## config.mk

```make
export PLATFORM = sky130hd
export DESIGN_NAME = fwd_hazard_unit
export DESIGN_NICKNAME = d
export VERILOG_FILES = /design/src/rtl/riscv_hazard_pkg.sv /design/src/rtl/hazard_stage_reg.sv /design/src/rtl/fwd_hazard_unit.sv
export SDC_FILE = /design/constraint.sdc
export NUM_CORES = 1
export LEC_CHECK = 0
export ABC_CLOCK_PERIOD_IN_PS = 3440
export BUFFER_PORTS_ARGS = -buffer_cell sky130_fd_sc_hd__buf_2
export CORE_MARGIN = 2
export CORE_UTILIZATION = 52
export CTS_CLUSTER_DIAMETER = 40
export DETAILED_ROUTE_END_ITERATION = 8
export GPL_TIMING_DRIVEN = 0
export PLACE_DENSITY = 0.87
export SLEW_MARGIN = 20
export SYNTH_ARGS = -nofsm -noshare
export SYNTH_HDL_FRONTEND = slang
export SYNTH_SLANG_ARGS = --single-unit
export TNS_END_PERCENT = 50
```

## constraint.sdc

```tcl
create_clock -name clk -period 3.44 [get_ports clk]
set_clock_uncertainty 0.05 [all_clocks]
set_input_delay 0.688 -clock clk [delete_from_list [all_inputs] [get_ports clk]]
set_output_delay 0.688 -clock clk [all_outputs]
set_load 0.02 [all_outputs]
```

## src/rtl/riscv_hazard_pkg.sv

```systemverilog
// Shared types for the forwarding/hazard unit: operand-mux select codes,
// the per-stage destination-register record and the x0 constant.
package riscv_hazard_pkg;

    localparam int RF_ADDR_W = 5;

    localparam logic [RF_ADDR_W-1:0] REG_X0 = '0;

    typedef enum logic [1:0] {
        FWD_RF  = 2'b00,
        FWD_WB  = 2'b01,
        FWD_MEM = 2'b10
    } fwd_sel_t;

    typedef struct packed {
        logic                 valid;
        logic [RF_ADDR_W-1:0] rd;
        logic                 reg_write;
        logic                 mem_read;
    } stage_info_t;

    // A stage can feed a source only if it really writes a non-x0 register
    // that the consuming instruction actually reads.
    function automatic logic stage_matches(
        input logic                 valid,
        input logic                 reg_write,
        input logic [RF_ADDR_W-1:0] rd,
        input logic [RF_ADDR_W-1:0] src,
        input logic                 use_src
    );
        return valid && reg_write && (rd != REG_X0) && (rd == src) && use_src;
    endfunction

endpackage

```

## src/rtl/hazard_stage_reg.sv

```systemverilog
// One shadow pipeline-stage record; resets to an invalid (bubble) entry.
module hazard_stage_reg
    import riscv_hazard_pkg::*;
(
    input  logic        clk,
    input  logic        rst_n,
    input  stage_info_t d,
    output stage_info_t q
);

    // Advance the record every cycle; an asynchronous reset empties the stage.
    always_ff @(posedge clk or negedge rst_n) begin
        if (!rst_n) begin
            q <= '0;
        end else begin
            q <= d;
        end
    end

endmodule

```

## src/rtl/fwd_hazard_unit.sv

```systemverilog
// Forwarding and load-use hazard unit for the 5-stage core.
// Shadows the rd state of EX/MEM/WB, registers the ALU operand mux selects
// for the instruction entering EX, and raises a one-cycle load-use stall.
// Optional: define HAZARD_PERF_CNT_EN to add stall/forward event counters.
module fwd_hazard_unit
    import riscv_hazard_pkg::*;
#(
    parameter int REG_ADDR_W = 5,
    parameter int NUM_SRC    = 2
) (
    input  logic                  clk,
    input  logic                  rst_n,
    input  logic                  id_valid_i,
    input  logic [REG_ADDR_W-1:0] id_rs1_i,
    input  logic [REG_ADDR_W-1:0] id_rs2_i,
    input  logic                  id_use_rs1_i,
    input  logic                  id_use_rs2_i,
    input  logic [REG_ADDR_W-1:0] id_rd_i,
    input  logic                  id_reg_write_i,
    input  logic                  id_mem_read_i,
    input  logic                  flush_i,
    output logic [1:0]            fwd_a_o,
    output logic [1:0]            fwd_b_o,
    output logic                  stall_o,
`ifdef HAZARD_PERF_CNT_EN
    output logic [31:0]           stall_cnt_o,
    output logic [31:0]           fwd_cnt_o,
`endif
    output logic                  bubble_o
);

    stage_info_t ex_q, mem_q, wb_q, ex_d;

    logic [REG_ADDR_W-1:0] src_addr [NUM_SRC];
    logic                  src_use  [NUM_SRC];
    fwd_sel_t              sel_d    [NUM_SRC];
    fwd_sel_t              sel_q    [NUM_SRC];

    logic ex_bubble;
    logic load_hit;

    assign src_addr[0] = id_rs1_i;
    assign src_addr[1] = id_rs2_i;
    assign src_use[0]  = id_use_rs1_i;
    assign src_use[1]  = id_use_rs2_i;

    // Load-use detection: a load in EX whose rd is read by the ID instruction.
    // A flush outranks the stall since the consumer is being discarded anyway.
    always_comb begin
        load_hit = 1'b0;
        for (int i = 0; i < NUM_SRC; i++) begin
            if (src_use[i] && (ex_q.rd == src_addr[i])) begin
                load_hit = 1'b1;
            end
        end
        stall_o = id_valid_i && !flush_i && ex_q.valid && ex_q.mem_read &&
                  (ex_q.rd != REG_X0) && load_hit;
    end

    assign ex_bubble = stall_o || flush_i || !id_valid_i;

    // Build the record that enters EX: either the ID instruction or a bubble.
    always_comb begin
        ex_d = '0;
        if (!ex_bubble) begin
            ex_d.valid     = 1'b1;
            ex_d.rd        = id_rd_i;
            ex_d.reg_write = id_reg_write_i;
            ex_d.mem_read  = id_mem_read_i;
        end
    end

    // Pick each operand's source; the EX producer is youngest so it wins.
    always_comb begin
        for (int i = 0; i < NUM_SRC; i++) begin
            sel_d[i] = FWD_RF;
            if (!ex_bubble) begin
                if (stage_matches(ex_q.valid, ex_q.reg_write, ex_q.rd,
                                  src_addr[i], src_use[i])) begin
                    sel_d[i] = FWD_MEM;
                end else if (stage_matches(mem_q.valid, mem_q.reg_write, mem_q.rd,
                                           src_addr[i], src_use[i])) begin
                    sel_d[i] = FWD_WB;
                end
            end
        end
    end

    // Register the selects so they line up with the instruction now in EX.
    always_ff @(posedge clk or negedge rst_n) begin
        if (!rst_n) begin
            for (int i = 0; i < NUM_SRC; i++) begin
                sel_q[i] <= FWD_RF;
            end
        end else begin
            for (int i = 0; i < NUM_SRC; i++) begin
                sel_q[i] <= sel_d[i];
            end
        end
    end

    hazard_stage_reg u_ex (
        .clk   (clk),
        .rst_n (rst_n),
        .d     (ex_d),
        .q     (ex_q)
    );

    hazard_stage_reg u_mem (
        .clk   (clk),
        .rst_n (rst_n),
        .d     (ex_q),
        .q     (mem_q)
    );

    hazard_stage_reg u_wb (
        .clk   (clk),
        .rst_n (rst_n),
        .d     (mem_q),
        .q     (wb_q)
    );

    assign fwd_a_o  = sel_q[0];
    assign fwd_b_o  = sel_q[1];
    assign bubble_o = !ex_q.valid;

    // The WB record mirrors the real pipeline but no current decision reads it,
    // and a load's mem_read flag stops mattering once it leaves EX.
    logic unused_state;
    assign unused_state = ^{wb_q, mem_q.mem_read};

`ifdef HAZARD_PERF_CNT_EN
    logic [31:0] stall_cnt_q, fwd_cnt_q;

    // Count stall cycles and edges that load any non-register-file select.
    always_ff @(posedge clk or negedge rst_n) begin
        if (!rst_n) begin
            stall_cnt_q <= '0;
            fwd_cnt_q   <= '0;
        end else begin
            if (stall_o) begin
                stall_cnt_q <= stall_cnt_q + 32'd1;
            end
            if ((sel_d[0] != FWD_RF) || (sel_d[1] != FWD_RF)) begin
                fwd_cnt_q <= fwd_cnt_q + 32'd1;
            end
        end
    end

    assign stall_cnt_o = stall_cnt_q;
    assign fwd_cnt_o   = fwd_cnt_q;
`endif

endmodule
```

Yosys cells after proc, flatten, opt, wreduce, memory -nomap -nowiden
Index checks and enable logic that the tools add are counted.

storage, ports and cells
  input port bits = 23
  bits in registers = 19
  logic and storage cells = 48
  output and inout port bits = 6

cells by class
  multiplexer cells = 9
  equality and inequality tests = 4
  reductions and logical operators = 26

operators with widths
  kind                 number
  equality test 5 bit  4
  logical AND 1 bit    19
  nonzero test 5 bit   2
  two-way mux 2 bit    4
  two-way mux 8 bit    1
  two-way mux 1 bit    4
  logical NOT 1 bit    3
  logical OR 1 bit     2

Logic depth before layout (Yosys ltp)
  depth in word-level cells = 9
  mapped depth = 6
  gate-level depth less buffers = 5

By module
A second synthesis with hierarchy kept.

second synthesis, totals
  cell total of the unflattened synthesis = 81
  area, all modules = 915.9 sq um

by module, submodules not included
  module            cells an instance  times used  area an instance (sq um)  sequential area each (sq um)
  fwd_hazard_unit   65                 1           515.5                     100.1
  hazard_stage_reg  8                  2           200.2                     200.2

Worst setup path before layout
Ideal clock, no wire load.

  path kind = in2out
  start point = in id_rs2_i[3]
  end point = out stall_o
  cell stages on the path = 5
  path slack = 1.001 ns
  path buffers = 1
  required time = 2.702 ns
  arrival time = 1.701 ns
  cells stage by stage = xor2_1 -> nor4_1 -> nand3_1 -> a211oi_2 -> buf_6

on the way
  longest elaborated chain between the ends = 4

ends and longest elaborated chain
  element              line                   source
  start, declared      fwd_hazard_unit.sv:15  input logic [REG_ADDR_W-1:0] id_rs2_i,
  equality test 5 bit  fwd_hazard_unit.sv:52  if (src_use[i] && (ex_q.rd == src_addr[i])) begin
  logical AND 1 bit    fwd_hazard_unit.sv:52
  two-way mux 1 bit    fwd_hazard_unit.sv:52
  logical AND 1 bit    fwd_hazard_unit.sv:57  (ex_q.rd != REG_X0) && load_hit;
  end, declared        fwd_hazard_unit.sv:24  output logic stall_o,

No other way between the ends.

Worst setup path in the final report
  start point = in id_rs2_i[0]
  end point = out stall_o

The elaborated chain is that of the path after synthesis.

==> key figures <==
Synth
  • Simple logic cell fraction of the synthesized area: 20.65%
  • Compound-cell area share of the yosys netlist: 4.213%
  • Syn Nets: 103
  • Synthesized area: 890.9 µm²
  • Mapped Avg Cell Area: 11.14 µm²
  • Synth Area in XOR/XNOR: 19.66%
  • Synth top area share: 53.37%
  • Seq cells post-synth: 19
  • Sequential fraction of the synthesis area: 53.37%
  • Synth area leader: dfrtp_1
  • Adder-Cell Fraction of Synth Area: 0%
  • Post-synthesis cell type count: 19
  • Largest cells by area after synthesis: dfrtp_1, xor2_1, nor4_1
  • Multiplexer share of the synthesized area: 0%
  • Syn. warnings: 0
  • Syn Inst Count: 80
  • Main combinational cell family by area after synthesis: simple AND/OR/NAND/NOR gates

Floorplan
  • Total die area: 2060 µm²
  • Initial Util: 57.14%
  • Die width: 45.39 µm
  • # IOs: 29
  • Number of cell rows: 14
  • Core area: 1559 µm²
  • Die H: 45.39 µm

Clock tree
  • Reg clk slew, reported paths: 0.10 ns
  • Clock tree from TritonCTS: done
  • Hold_buf cts: 0
  • Post-CTS Repair Setup Buffers: 0
  • H-tree lvl count: 1
  • Clock Tree Root: clkbuf_4
  • Worst skew pair latency: 0.29 ns
  • CTS Buf Count: 3
  • Post-cts sizing count: 0
  • Max Root-Sink Buffers: 2
  • Clock sinks: 19

Placement
  • Post-DP HPWL: 1318 µm
  • Buffers added on ports: 28
  • Gpl congestion: 0.9118

Route
  • First-pass DRT Iterations: 4
  • Antenna Violating Nets Remaining: 0
  • DR DRC count: 0
  • Vias per inst: 5.320
  • Vias: 681
  • Routed len/inst: 12.38 µm
  • DRT iter0 DRCs: 8
  • Routed WL: 1584 µm

STA
  • Post-route setup TNS: 0 ns
  • Fin crit share: 82.99%
  • RSZ-0062 raised after global routing: false
  • FMAX: 350.3 MHz
  • Crit path time final: 2.855 ns
  • Fin. Hold Viols: 0
  • Worst slew pin tran: 0.3902 ns
  • Worst hold slack: 0.2571 ns
  • Fin. max-slew vios: 0
  • Rel. slew slack: 73.98%
  • Final setup violation count: 0

Worst setup path
  • Data required, critical path: 2.70 ns
  • R2R Setup Slk: 1.60 ns
  • Critical path class: input pin to output pin
  • Slowest CP cell: a211oi_2
  • Crit path largest cell delay: 0.32 ns
  • CP Cell Sequence: buf_2, xor2_1, nor4_1, nand3_1, a211oi_2, buf_6, buf_2
  • Startpoint types: input pin
  • Crit-path max FO: 10
  • Critical Path AT: 2.12 ns
  • Most frequent CP cell: buf_2
  • Nature of the critical path endpoint: output pin

Status
  • Status: complete, no violations

Final layout
  • Layout area overhead: 21.07%
  • Most frequent cells in the layout: buf_2, dfrtp_1, xor2_1, nor2_1, nand2_1
  • Number of inserted diodes: 0
  • Net count reported at finish: 136
  • Layout cells sized above 1: 33.04%
  • Most common cell after layout, fill and taps aside: buf_2

Power and ir drop
  • Switching Share: 24.08%
  • Pleak: 0.5547 nW
  • Flop pwr share: 60.7%
  • Combinational power share: 12.5%
  • PwrDens: 363.7 nW/µm²
  • Clock power share: 26.7%
  • Maximum VDD drop: 0.2373 mV
  • Net Switching: 0.09444 mW
  • P_int: 0.2978 mW

Min path
  • Worst hold path type: input pin to asynchronous set/reset pin

Global routing
  • Vias in the first global route: 638
  • GR Overflow Total: 0
  • Initial antenna violation count: 0
  • Largest net degree at the start of global routing: 20
  • Global-route wire length before repair: 2628 µm
  • GRT Resource Usage Total: 18.22%

Job
  • Max-cap violations: 0
-- through the flow --
step | worst slack, ns | utilization [%] | area, µm² | instances | power, mW
finish | 0.5851 | 69.18 | 1079 | 128 | 0.3923
global route | 0.4764 | 69.18 | 1079 | 128 | 0.4171
CTS | 0.5839 | 69.18 | 1079 | 128 | 0.3973
detailed placement | 0.5937 | 67.42 | 1051 | 124 | 0.2922
global placement | 0.6091 | 67.42 | 1051 | 124 | 0.2896
floorplan | 1.001 | - | 890.9 | 80 | 0.2659
-- kinds of logic after synthesis --
family,after synthesis
xor+xnor,20
flops,19
compound gates,4
simple gates,34
buf+inv,3
-- worst max-delay path: cells and delay by family --
| family | cells | cell delay (ns) |
|---|---|---|
| buffers and inverters | 3 | 0.48 |
| AND/OR/NAND/NOR | 2 | 0.46 |
| AO/OA/AOI/OAI | 1 | 0.32 |
| XOR/XNOR | 1 | 0.17 |
-- flip-flops by register name (all words and copies together) (netlist names) --
register and flops:
fwd_a_o 2, u_ex.q 8, u_mem.q 7, fwd_b_o 2
-- power groups by stage --
stage	clock network, mW	logic (mW)	registers, mW
floorplan	0	0.0255	0.240
global placement	0	0.0472	0.242
detailed placement	0	0.0495	0.243
CTS	0.109	0.0498	0.238
global route	0.123	0.0552	0.239
finish	0.105	0.0491	0.238
-- cells in the mapped netlist (all sizes together) --
cell and instances:
nand3 4, buf 2, nor2 10, o211ai 1, nand2 8, o2111ai 1
o21ai 1, xnor2 4, a211oi 1, dfrtp 19, nor2b 1, nor4 8
nand2b 1, inv 1, xor2 16, or4 2
-- metal layers --
layer  vias to the layer above  routed length (µm)  global-route usage [%]
met5                         -                   0                       0
met4                         0                  44                   8.824
met3                         6                  90                   2.778
met2                        26                 772                   30.42
met1                       313                 677                   22.96
li1                        336                   -                       -
-- final cells by class --
type / count / area [µm²]
clock buffer: 3 / 22.52
fill: 118 / 480.5
tap: 16 / 20.02
buffer: 2 / 15.01
sequential: 19 / 475.5
multi-input combinational: 58 / 396.6
inverter: 1 / 3.754
timing repair buffer: 28 / 140.1
clock inverter: 1 / 5.005
-- path summary, 6_finish.rpt --
kind	endpoint	cells after the start	startpoint
setup reg to reg	fwd_b_o[0]	6	u_ex.q[2]
max in group asynchronous	fwd_a_o[0]	1	rst_n
min in group clk	u_mem.q[1]	0	u_ex.q[1]
hold reg to reg	u_mem.q[1]	0	u_ex.q[1]
hold / removal	u_ex.q[1]	1	rst_n
setup / recovery	stall_o	7	id_rs2_i[0]
No activity file was read; power rests on OpenSTA's default activity.
